File: src/rtl/led_pkg.sv
// Shared mode encodings for the multi-channel LED breathing controller.
package led_pkg;

  localparam int MODE_W = 2;

  typedef enum logic [MODE_W-1:0] {
    MODE_OFF    = 2'd0,
    MODE_ON     = 2'd1,
    MODE_BREATH = 2'd2,
    MODE_BLINK  = 2'd3
  } mode_e;

endpackage

File: src/rtl/led_breath_ch.sv
// One LED channel: breathing duty ramp, blink divider and registered LED drive.
// All state updates happen on the shared frame_end strobe from the top.
module led_breath_ch
  import led_pkg::*;
#(
  parameter int PWM_PERIOD   = 50000,
  parameter int STEP         = 25,
  parameter int BLINK_FRAMES = 500,
  localparam int CW = $clog2(PWM_PERIOD),
  localparam int DW = $clog2(PWM_PERIOD + 1),
  localparam int BW = (BLINK_FRAMES > 1) ? $clog2(BLINK_FRAMES) : 1
) (
  input  logic              sys_clk,
  input  logic              rst,
  input  logic              valid,
  input  logic              restart,
  input  logic              frame_end,
  input  logic [CW-1:0]     cnt,
  input  logic [MODE_W-1:0] mode,
  output logic              led
);

  localparam logic [DW:0] STEP_X   = (DW + 1)'(STEP);
  localparam logic [DW:0] PERIOD_X = (DW + 1)'(PWM_PERIOD);

  logic [DW-1:0] duty;
  logic          dir;
  logic [BW-1:0] bcnt;
  logic          bstate;
  mode_e         prev_mode;
  mode_e         cur_mode;
  logic [DW:0]   up_sum;
  logic          clear;

  assign cur_mode = mode_e'(mode);
  // One bit of headroom so the ramp can saturate at PWM_PERIOD without wrapping.
  assign up_sum   = {1'b0, duty} + STEP_X;
  assign clear    = !valid || restart || (cur_mode != prev_mode);

  always_ff @(posedge sys_clk) begin
    if (rst) begin
      duty      <= '0;
      dir       <= 1'b1;
      bcnt      <= '0;
      bstate    <= 1'b0;
      prev_mode <= MODE_OFF;
      led       <= 1'b0;
    end else begin
      prev_mode <= cur_mode;

      if (clear) begin
        duty   <= '0;
        dir    <= 1'b1;
        bcnt   <= '0;
        bstate <= 1'b0;
      end else if (frame_end) begin
        case (cur_mode)
          MODE_BREATH: begin
            if (dir) begin
              if (up_sum >= PERIOD_X) begin
                duty <= DW'(PWM_PERIOD);
                dir  <= 1'b0;
              end else begin
                duty <= up_sum[DW-1:0];
              end
            end else begin
              if ({1'b0, duty} <= STEP_X) begin
                duty <= '0;
                dir  <= 1'b1;
              end else begin
                duty <= duty - DW'(STEP);
              end
            end
          end
          MODE_BLINK: begin
            if (bcnt == BW'(BLINK_FRAMES - 1)) begin
              bcnt   <= '0;
              bstate <= ~bstate;
            end else begin
              bcnt <= bcnt + BW'(1);
            end
          end
          default: ;
        endcase
      end

      if (!valid) begin
        led <= 1'b0;
      end else begin
        case (cur_mode)
          MODE_OFF:    led <= 1'b0;
          MODE_ON:     led <= 1'b1;
          MODE_BREATH: led <= (DW'(cnt) < duty);
          MODE_BLINK:  led <= bstate;
        endcase
      end
    end
  end

endmodule

File: src/rtl/led_breath_multi.sv
// Multi-channel LED breathing/blink controller: shared PWM frame counter and
// frame_tick, with one led_breath_ch per channel.
module led_breath_multi
  import led_pkg::*;
#(
  parameter int N_CH         = 4,
  parameter int PWM_PERIOD   = 50000,
  parameter int STEP         = 25,
  parameter int BLINK_FRAMES = 500
) (
  input  logic                     sys_clk,
  input  logic                     rst,
  input  logic                     valid,
  input  logic                     restart,
  input  logic [MODE_W*N_CH-1:0]   mode,
  output logic [N_CH-1:0]          led,
  output logic                     frame_tick
);

  localparam int CW = $clog2(PWM_PERIOD);

  logic [CW-1:0] cnt;
  logic          frame_end;

  assign frame_end = valid && (cnt == CW'(PWM_PERIOD - 1));

  always_ff @(posedge sys_clk) begin
    if (rst) begin
      cnt        <= '0;
      frame_tick <= 1'b0;
    end else begin
      frame_tick <= frame_end;
      if (!valid || restart || frame_end) begin
        cnt <= '0;
      end else begin
        cnt <= cnt + CW'(1);
      end
    end
  end

  for (genvar i = 0; i < N_CH; i++) begin : gen_ch
    led_breath_ch #(
      .PWM_PERIOD   (PWM_PERIOD),
      .STEP         (STEP),
      .BLINK_FRAMES (BLINK_FRAMES)
    ) u_ch (
      .sys_clk   (sys_clk),
      .rst       (rst),
      .valid     (valid),
      .restart   (restart),
      .frame_end (frame_end),
      .cnt       (cnt),
      .mode      (mode[MODE_W*i +: MODE_W]),
      .led       (led[i])
    );
  end

endmodule

File: config.mk
export PLATFORM = sky130hd
export DESIGN_NAME = led_breath_multi
export DESIGN_NICKNAME = d
export VERILOG_FILES = /design/src/rtl/led_pkg.sv /design/src/rtl/led_breath_ch.sv /design/src/rtl/led_breath_multi.sv
export SDC_FILE = /design/constraint.sdc
export NUM_CORES = 1
export LEC_CHECK = 0
export CORE_ASPECT_RATIO = 0.9
export CORE_MARGIN = 2
export CORE_UTILIZATION = 58
export DETAILED_ROUTE_END_ITERATION = 8
export PLACE_DENSITY = 0.78
export SYNTH_ARGS = -nofsm -noshare
export SYNTH_HDL_FRONTEND = slang
export SYNTH_SLANG_ARGS = --single-unit
File: constraint.sdc
create_clock -name sys_clk -period 2.8 [get_ports sys_clk]
set_clock_uncertainty 0.05 [all_clocks]
set_input_delay 0.42 -clock sys_clk [delete_from_list [all_inputs] [get_ports sys_clk]]
set_output_delay 0.42 -clock sys_clk [all_outputs]
set_load 0.005 [all_outputs]
After elaboration in Yosys (flattened, before gate mapping)
Cells that the tools add are included.
Widths: inputs -> output; s select.
{"block": "op_classes", "n_addsub": 13, "order_cmp": 12, "eq_ne": 21, "n_mux": 32, "bitwise_logic": 5, "n_reduce_logical": 30}
{"operator": "$mux 16", "count": 12}
{"operator": "$add 16x5->17 const B", "count": 4}
{"operator": "$ge 17x16->1 const B", "count": 4}
{"operator": "$le 16x5->1 const B", "count": 4}
{"operator": "$lt 16x16->1", "count": 4}
{"operator": "$sub 16x5->16 const B", "count": 4}
{"operator": "$add 9x1->9 const B", "count": 4}
{"operator": "$eq 9x9->1 const B", "count": 4}
{"operator": "$mux 9", "count": 4}
{"operator": "$add 16x1->16 const B", "count": 1}
{"operator": "$eq 16x16->1 const B", "count": 1}
{"operator": "$eq 2x2->1 const B", "count": 8}
{"operator": "$pmux 1 s4", "count": 4}
{"operator": "$reduce_and 2->1", "count": 8}
{"operator": "$mux 1", "count": 12}
{"operator": "$reduce_and 3->1", "count": 4}
{"operator": "$reduce_or 2->1", "count": 6}
{"operator": "$eq 2x1->1 const B", "count": 4}
{"operator": "$logic_not 2->1", "count": 4}
{"operator": "$ne 2x2->1", "count": 4}
{"operator": "$logic_or 1x1->1", "count": 6}
{"operator": "$not 1->1", "count": 5}
{"operator": "$logic_and 1x1->1", "count": 1}
{"operator": "$logic_not 1->1", "count": 1}
{"block": "word_totals", "ff_bits": 137, "in_bits": 12, "out_inout_bits": 5, "word_cells": 139}

Logic depth before layout (Yosys ltp)
Gate-level depths: netlist (run 1).
{"block": "depth", "depth_word": 4, "depth_mapped": 13, "ltp_nobuf": 10}

Hierarchy
A second synthesis (run 1) with hierarchy kept.
{"block": "unflattened", "hier_cells": 1495, "area_unflattened_um2": 11494.8}
{"mod": "led_breath_ch (gen_ch[0].u_ch ...)", "n_inst": 3, "cells_per_inst": 355, "area_each_um2": 2675.1, "seq_area_each_um2": 600.6}
{"mod": "led_breath_ch (gen_ch[1].u_ch)", "n_inst": 1, "cells_per_inst": 344, "area_each_um2": 2682.6, "seq_area_each_um2": 600.6}
{"mod": "led_breath_multi", "n_inst": 1, "cells_per_inst": 86, "area_each_um2": 787.0, "seq_area_each_um2": 340.3}

Least setup slack after synthesis (run 1)
OpenSTA, ideal clock, no wires.
{"block": "synth_timing", "path_type": "reg2reg", "from": "reg gen_ch[0].u_ch.duty[1]", "to": "reg gen_ch[0].u_ch.duty[7]", "setup_time_ns": 0.136, "arrival_time_ns": 2.422, "setup_slack_ns": 0.192, "stages_incl_launch_ff": 12, "n_path_buf": 2, "period_less_slack_ns": 2.608, "cell_sequence": "dfxtp_1 -> ha_1 -> a211o_1 -> and3_1 -> buf_2 -> o41ai_1 -> a32oi_1 -> a41o_1 -> and2_1 -> buf_6 -> a221oi_1 -> nor3_1"}
{"block": "synth_via", "elab_chain_len": 4, "word_cells_on_any_way": 7}
{"element": "start, declared", "line_no": "led_breath_ch.sv:26", "rtl": "logic [DW-1:0] duty;"}
{"element": "start signal, assigned", "line_no": "led_breath_ch.sv:61", "rtl": "duty <= DW'(PWM_PERIOD);"}
{"element": "start signal, assigned", "line_no": "led_breath_ch.sv:64", "rtl": "duty <= up_sum[DW-1:0];"}
{"element": "start signal, assigned", "line_no": "led_breath_ch.sv:71", "rtl": "duty <= duty - DW'(STEP);"}
{"element": "$add 16x5->17", "line_no": "led_breath_ch.sv:37", "rtl": "assign up_sum = {1'b0, duty} + STEP_X;"}
{"element": "$ge 17x16->1", "line_no": "led_breath_ch.sv:60", "rtl": "if (up_sum >= PERIOD_X) begin"}
{"element": "$mux 16", "line_no": "led_breath_ch.sv:60"}
{"element": "$mux 16 *", "line_no": "led_breath_ch.sv:59", "rtl": "if (dir) begin"}
Mark *: on every way between the ends. The rest lies on a longest branch, timed or not.
A chain may end at the register's enable or synchronous reset.

Final worst setup path (run 1)
{"block": "layout_timing", "from": "reg gen_ch[3].u_ch.duty[7]", "to": "reg gen_ch[3].u_ch.duty[14]"}
{"block": "layout_via", "elab_chain_len": 4, "word_cells_on_any_way": 7}
{"element": "start, declared", "line_no": "led_breath_ch.sv:26"}
{"element": "start signal, assigned", "line_no": "led_breath_ch.sv:61"}
{"element": "start signal, assigned", "line_no": "led_breath_ch.sv:64"}
{"element": "start signal, assigned", "line_no": "led_breath_ch.sv:71"}
{"element": "$add 16x5->17", "line_no": "led_breath_ch.sv:37"}
{"element": "$ge 17x16->1", "line_no": "led_breath_ch.sv:60"}
{"element": "$mux 16", "line_no": "led_breath_ch.sv:60"}
{"element": "$mux 16 *", "line_no": "led_breath_ch.sv:59"}
Marks and branches as above.

==> metrics, run 1 <==
WL/cell=18.03 um; worst vdd ir=0.3766 mV; Post-DP Area=11,780 um^2; status=completed; Initial Util=0.5901; initial antenna violation count=0; via count=11,630; Cell variety after synth=86; max-cap viol count=0; crit path time final=2649 ps; drt pass-1 iters=6; Crit Path Category=reg2reg; Avg Cell Area, Syn=7.453 um^2; core area=18,290 um^2; global placer's final weighted congestion=0.9846; share of cells above drive strength 1=0.1344; port buffer count=16; Post-Layout Cell Count=1,770; overall routing resource usage=0.3211; post-CTS sizing=0; largest net degree at the start of global routing=18; endpoints failing setup=0; Final Slew Violations=0; Hold WS=436.2 ps; Die X=147.8 um; Max Freq=0.3775 GHz; I/O pin total=17; Most used DFF post-synth=dfxtp_1; global-route wire length before repair=51,990 um; Synth warnings=0; power density cells=344.4 nW/um^2; via/cell ratio=6.573; DR iter-0 viols=1,163; Antenna diodes=0; most frequent cells in the layout=135 x dfxtp_1, 129 x nor2_1, 127 x buf_4, 112 x nand2_1, 101 x a21oi_1; setup bufs post-CTS=0; fin nets=1,601; final wirelength=31,910 um; htree depth=4; CTS sink count=137; Area Overhead vs Synth=14.90%; clk buf depth=2; Data required, critical path=3070 ps; Post-Layout Inst Area=12,400 um^2; synthesized flop and latch total=137; asr flop ratio synth=0; CP peak stage delay=490 ps; Worst-path clk slew=70 ps; CP startpoint kind=register; aggregate global routing overflow=0; Post-CTS Hold Buffers=0; Multi-input gate area=7393 um^2; most common cell after layout, fill and taps aside=dfxtp_1; final hold vios=0; register area=2745 um^2; DP HPWL=23,310 um; sequential area share after synthesis=0.2541; Post-Syn Nets=1,537; DRT antenna net count=0; CTS tree=built; period utilization=0.9461; Rel. slew slack=0.5430; fillcell total=1,542; crit-path cells=nand3_2 > or3_1 > o41ai_2 > a32oi_2 > buf_4 > nor3_4 > nor2_1 > a2111oi_1; CTS Buf Count=17; clk root buf=clkbuf_16; Buf/Inv on CP=1; vias in the first global route=10,520; Slowest-stage cell, CP=dfxtp_1; dpl cells=1,738; Worst path top cell family by delay=simple AND/OR/NAND/NOR gates; Pleak=4.686 nW; Die Y=133.4 um; DRC viols=0; worst setup margin=150.8 ps; cells after synthesis=1,448; CP max FO=8; HP Class=reg2reg; worst-margin pin slew=683.0 ps; pre-CTS setup slack=-3.416 ps; die area=19,720 um^2; endpoint type of the worst setup path=register; number of flops mapped to enable cells by yosys=0; worst skew pair latency=430 ps; row cnt=47; WP data arrival=2920 ps; cell area after synthesis=10,790 um^2; RSZ-0062 raised after global routing=yes
cell usage after synthesis (all sizes together), types with 33 or more instances:
| cell | n | area [um^2] |
|---|---|---|
| a21oi | 103 | 523.0 |
| and3 | 44 | 275.3 |
| buf | 33 | 190.2 |
| clkbuf | 65 | 245.2 |
| dfxtp | 137 | 2743 |
| ha | 77 | 963.4 |
| inv | 73 | 274.0 |
| nand2 | 116 | 440.4 |
| nand3 | 66 | 340.3 |
| nor2 | 132 | 498.0 |
| nor3 | 56 | 285.3 |
| o21ai | 109 | 545.5 |
routing by layer:
layer,up-vias,GRT usage,routed length (um)
met5,-,0,0
met4,0,0.1031,767
met3,93,0.06062,2946
met2,633,0.5083,14390
met1,5448,0.4430,13810
li1,5460,-,-
flip-flops by register name, summed over array words and instances (netlist names):
signal / flops
gen_ch.u_ch.prev_mode: 8
gen_ch.u_ch.bcnt: 36
gen_ch.u_ch.bstate: 4
gen_ch.u_ch.led: 4
cnt: 16
gen_ch.u_ch.dir: 4
frame_tick: 1
gen_ch.u_ch.duty: 64
report_power, final:
| part | switching (mW) | internal, mW |
|---|---|---|
| Sequential | 0.00329 | 1.96 |
| Combinational | 0.0602 | 0.0458 |
| Clock | 0.954 | 1.25 |
| Total | 1.02 | 3.25 |
worst min-delay path, stage by stage, from the launching register on:
cell     delay, ps
dfxtp_1        310
o21ai_0         70
a21oi_1         60
cell type report:
type | count | area share
Inverter | 74 | 0.02240
Clock inverter | 13 | 0.009687
Sequential cell | 137 | 0.2214
Multi-Input combinational cell | 1139 | 0.5963
Clock buffer | 19 | 0.03572
Tap cell | 245 | 0.02472
Timing Repair Buffer | 143 | 0.08981
through the flow:
stage / TNS [ps] / util / power [mW]
6_report: 0 / 0.6780 / 4.270
5_1_grt: -64.59 / 0.6780 / 4.401
4_1_cts: 0 / 0.6748 / 4.285
3_5_place_dp: -3.416 / 0.6440 / 2.107
3_3_place_gp: 0 / 0.6440 / 2.105
2_1_floorplan: 0 / - / 2.058
kinds of logic (layout without fill, tap and decap cells):
logic type,after synthesis,after routing,share of synthesized area
AO/OA/AOI/OAI,434,434,0.2726
XOR/XNOR,60,60,0.04870
adder cells (fa/ha/maj),77,77,0.08927
buffers and inverters,172,249,0.06609
flip-flops,137,137,0.2541
multiplexers,7,7,0.006609
AND/OR/NAND/NOR,561,561,0.2626
final timing paths:
path / endpoint / startpoint / cells after the start / slack, ps
worst max-delay path: gen_ch[3].u_ch.duty[14] / gen_ch[3].u_ch.duty[7] / 8 / 150
worst min-delay path: gen_ch[3].u_ch.bcnt[8] / gen_ch[3].u_ch.bcnt[8] / 2 / 440
worst max register to register: gen_ch[3].u_ch.duty[14] / gen_ch[3].u_ch.duty[7] / 8 / 150
worst min register to register: gen_ch[3].u_ch.bcnt[8] / gen_ch[3].u_ch.bcnt[8] / 2 / 440
Note: power is estimated with default switching activity, not from simulation.
==> run 2, diff against run 1 <==
--- a/config.mk
+++ b/config.mk
@@ -5,6 +5,7 @@
 export SDC_FILE = /design/constraint.sdc
 export NUM_CORES = 1
 export LEC_CHECK = 0
+export ABC_CLOCK_PERIOD_IN_PS = 2800
 export CORE_ASPECT_RATIO = 0.9
 export CORE_MARGIN = 2
 export CORE_UTILIZATION = 58
@@ -12,4 +13,5 @@
 export PLACE_DENSITY = 0.78
 export SYNTH_ARGS = -nofsm -noshare
 export SYNTH_HDL_FRONTEND = slang
+export SYNTH_HIERARCHICAL = 1
 export SYNTH_SLANG_ARGS = --single-unit
==> metrics, run 2 <==
status=completed; htree depth=4 (unchanged); die area=20,960 um^2 (+6.3%); Post-DP Area=12,690 um^2 (+7.7%); Rel. slew slack=0.6189 (+0.07596); mux cell area share after synthesis=0.01840 (+0.01179); Cell variety after synth=84 (-2.3%); Synth Area in XOR/XNOR=0.05791 (+0.009212); Max Freq=0.3664 GHz (-2.9%); Data required, critical path=3070 ps (about the same); CP startpoint kind=register; Hold WS=444.2 ps (+8.053 ps); Area Overhead vs Synth=16.36%; Initial Util=0.5962 (+0.006182); DR top layer=met4; simple-gate area share of the yosys netlist=0.2689 (+0.006249); endpoint type of the worst setup path=register; Synth area leader=dfxtp_1; global placer's final weighted congestion=0.9433 (-4.2%); via count=11,980 (+3.0%); routed wl met3=2619 um (-11%); CP peak stage delay=700 ps (+210 ps); port buffer count=16 (unchanged); WP data arrival=3000 ps (+80 ps); fin nets=1,687 (+5.4%); sequential share of power=0.445 (-0.014); worst vdd ir=0.3362 mV (-11%); worst setup margin=71.10 ps (-79.69 ps); final hold vios=0 (unchanged); max-cap viol count=0 (unchanged); sequential area share after synthesis=0.2386 (-0.01555); I/O pin total=17 (unchanged); global-route wire length before repair=54,860 um (+5.5%); P_sw=1.069 mW (+5.1%); Synth warnings=6 (+6); number of flops mapped to enable cells by yosys=0 (unchanged); cell area after synthesis=11,490 um^2 (+6.5%); post-synth top area share=0.2386 (-0.01555); top-count cell post-synth=nor2_1; final wirelength=33,600 um (+5.3%); largest family of logic cells by synthesized area=simple AND/OR/NAND/NOR gates; cells after synthesis=1,495 (+3.2%); most common cell after layout, fill and taps aside=buf_4; synthesized flop and latch total=137 (unchanged); largest net degree at the start of global routing=21 (+3); most area-consuming cells after synthesis=dfxtp_1 24%, ha_1 8.8%, o21ai_0 5.5%; pre-CTS setup slack=-44.37 ps (-40.95 ps); share of cells above drive strength 1=0.1736 (+0.03919); Worst-path clk slew=70 ps (about the same); DP HPWL=24,060 um (+3.2%); via/cell ratio=6.452 (-1.8%); overall routing resource usage=0.3182 (-0.002835); Die X=152.4 um (+3.1%); largest reg by FF count=gen_ch.u_ch/duty; CP max FO=7 (-1); Sw Ratio=0.2427 (+0.004293); Avg Cell Area, Syn=7.689 um^2 (+3.2%); Crit Path Category=reg2reg; Regs by FF count=gen_ch.u_ch/duty x64, gen_ch.u_ch/bcnt x36, cnt x16; Final Slew Violations=0 (unchanged); met2 wire length=15,500 um (+7.7%); Compound-Gate Fraction of Synth Area=0.2579 (-0.01472); DRT antenna net count=0 (unchanged); endpoints failing setup=0 (unchanged); Post-Layout Inst Area=13,380 um^2 (+7.9%); worst skew pair latency=450 ps (+20 ps); Pleak=4.913 nW (+4.8%); Final Util=0.6938 (+0.01582); DR iter-0 viols=1,066 (-8.3%); post-synthesis adder-cell area fraction=0.08817 (-0.001107); Slowest-stage cell, CP=or4_1; clk root buf=clkbuf_16; Most used DFF post-synth=dfxtp_1; clk buf depth=2 (unchanged); CTS Buf Count=17 (unchanged); core area=19,280 um^2 (+5.4%); Die Y=137.6 um (+3.1%); DRC viols=0 (unchanged); drt pass-1 iters=8 (+2); crit path time final=2729 ps (+79.69 ps); Comb pwr share=0.024 (about the same); routed length on met1=14,590 um (+5.6%); Post-Syn Nets=1,588 (+3.3%); vias in the first global route=11,390 (+8.2%); aggregate global routing overflow=0 (unchanged); commonest cells in the netlist=152 x nor2_1, 137 x dfxtp_1, 126 x o21ai_0; row cnt=48 (+2.1%); most frequent cells in the layout=160 x buf_4, 152 x nor2_1, 132 x dfxtp_1, 125 x o21ai_0, 94 x nand2_1; period utilization=0.9746 (+0.02846); asr flop ratio synth=0 (unchanged); fillcell total=1,534 (-0.52%); Antenna diodes=0 (unchanged); initial antenna violation count=0 (unchanged); Int Pwr=3.337 mW (+2.6%); power density cells=329.4 nW/um^2 (-4.3%); max reg flops=64 (unchanged); worst-margin pin slew=567.2 ps (-115.8 ps); WL/cell=18.09 um (+0.35%); CTS tree=built; crit-path cells=or4_1 > a2111oi_4 > or2_1 > o21ai_1 > a21oi_2 > o31ai_1 > a21oi_1 > a211oi_2; HP Class=reg2reg; Post-CTS Hold Buffers=0 (unchanged); CTS sink count=137 (unchanged); Clock Power Share=0.531 (+0.015)
## run 2: changes by cell type after synthesis, moves of 15 or more
cell     delta
o21ai_0    +28
nor2_1     +21
and3_1     -20
nand2_1    -20
a21oi_1    -18
nor3_1     +15
## run 2: metal layers
layer,GRT usage,vias up
li1,-,5677
met1,0.4090,5645
met2,0.5385,568
met3,0.05725,92
met4,0.1189,0
met5,0,-
## run 2: what timing repair did
| action | in CTS | in global routing |
|---|---|---|
| pin swaps | 0 | 2 |
| resized for setup | 1 | 15 |
| buffers inserted | 0 | 4 |
| gates cloned | 0 | 0 |
| endpoints found under the setup margin | 3 | 23 |
## run 2: cells by family after synthesis
family	Yosys count
AO/OA/AOI/OAI	419
XOR/XNOR	76
adder cells (fa/ha/maj)	81
buffers and inverters	178
flip-flops	137
multiplexers	18
AND/OR/NAND/NOR	586
## run 2: final timing paths
path	from	to	slack [ps]	depth (start not counted)
worst max-delay path	gen_ch[1].u_ch/duty[9]	gen_ch[1].u_ch/duty[7]	70	8
worst min-delay path	gen_ch[0].u_ch/bcnt[7]	gen_ch[0].u_ch/bcnt[7]	440	2
worst max register to register	gen_ch[1].u_ch/duty[9]	gen_ch[1].u_ch/duty[7]	70	8
worst min register to register	gen_ch[0].u_ch/bcnt[7]	gen_ch[0].u_ch/bcnt[7]	440	2
## run 2: final cells by class
class / count / area, um^2 / share of cell area
clock inverters: 14 / 162.7 / 0.01216
flip-flops and latches: 137 / 2749 / 0.2055
multi-input cells: 1180 / 8020 / 0.5996
clock buffers: 18 / 429.2 / 0.03209
inverters: 80 / 300.3 / 0.02245
well taps: 250 / 312.8 / 0.02339
repair buffers: 178 / 1401 / 0.1048
## run 2: power by group through the flow
stage                     sequential (mW)  combinational (mW)  clock (mW)
final                                1.96               0.104        2.34
after global routing                 1.96               0.112        2.45
after CTS                            1.96               0.102        2.38
after detailed placement             2.00               0.101           0
after global placement               2.00              0.0997           0
after floorplan                      2.00              0.0493           0
## run 2: stage by stage
stage                     power, mW  instances  setup TNS [ps]
after floorplan               2.053       1495               0
after global placement        2.104       1821          -7.270
after detailed placement      2.106       1821          -224.4
after CTS                     4.438       1853               0
after global routing          4.522       1857          -7.442
final                         4.406       1857               0
## run 2: critical path, delay by kind of cell (launching register included)
family          cells  cell delay, ps
compound gates      6            1140
flops               1             390
simple gates        2            1030
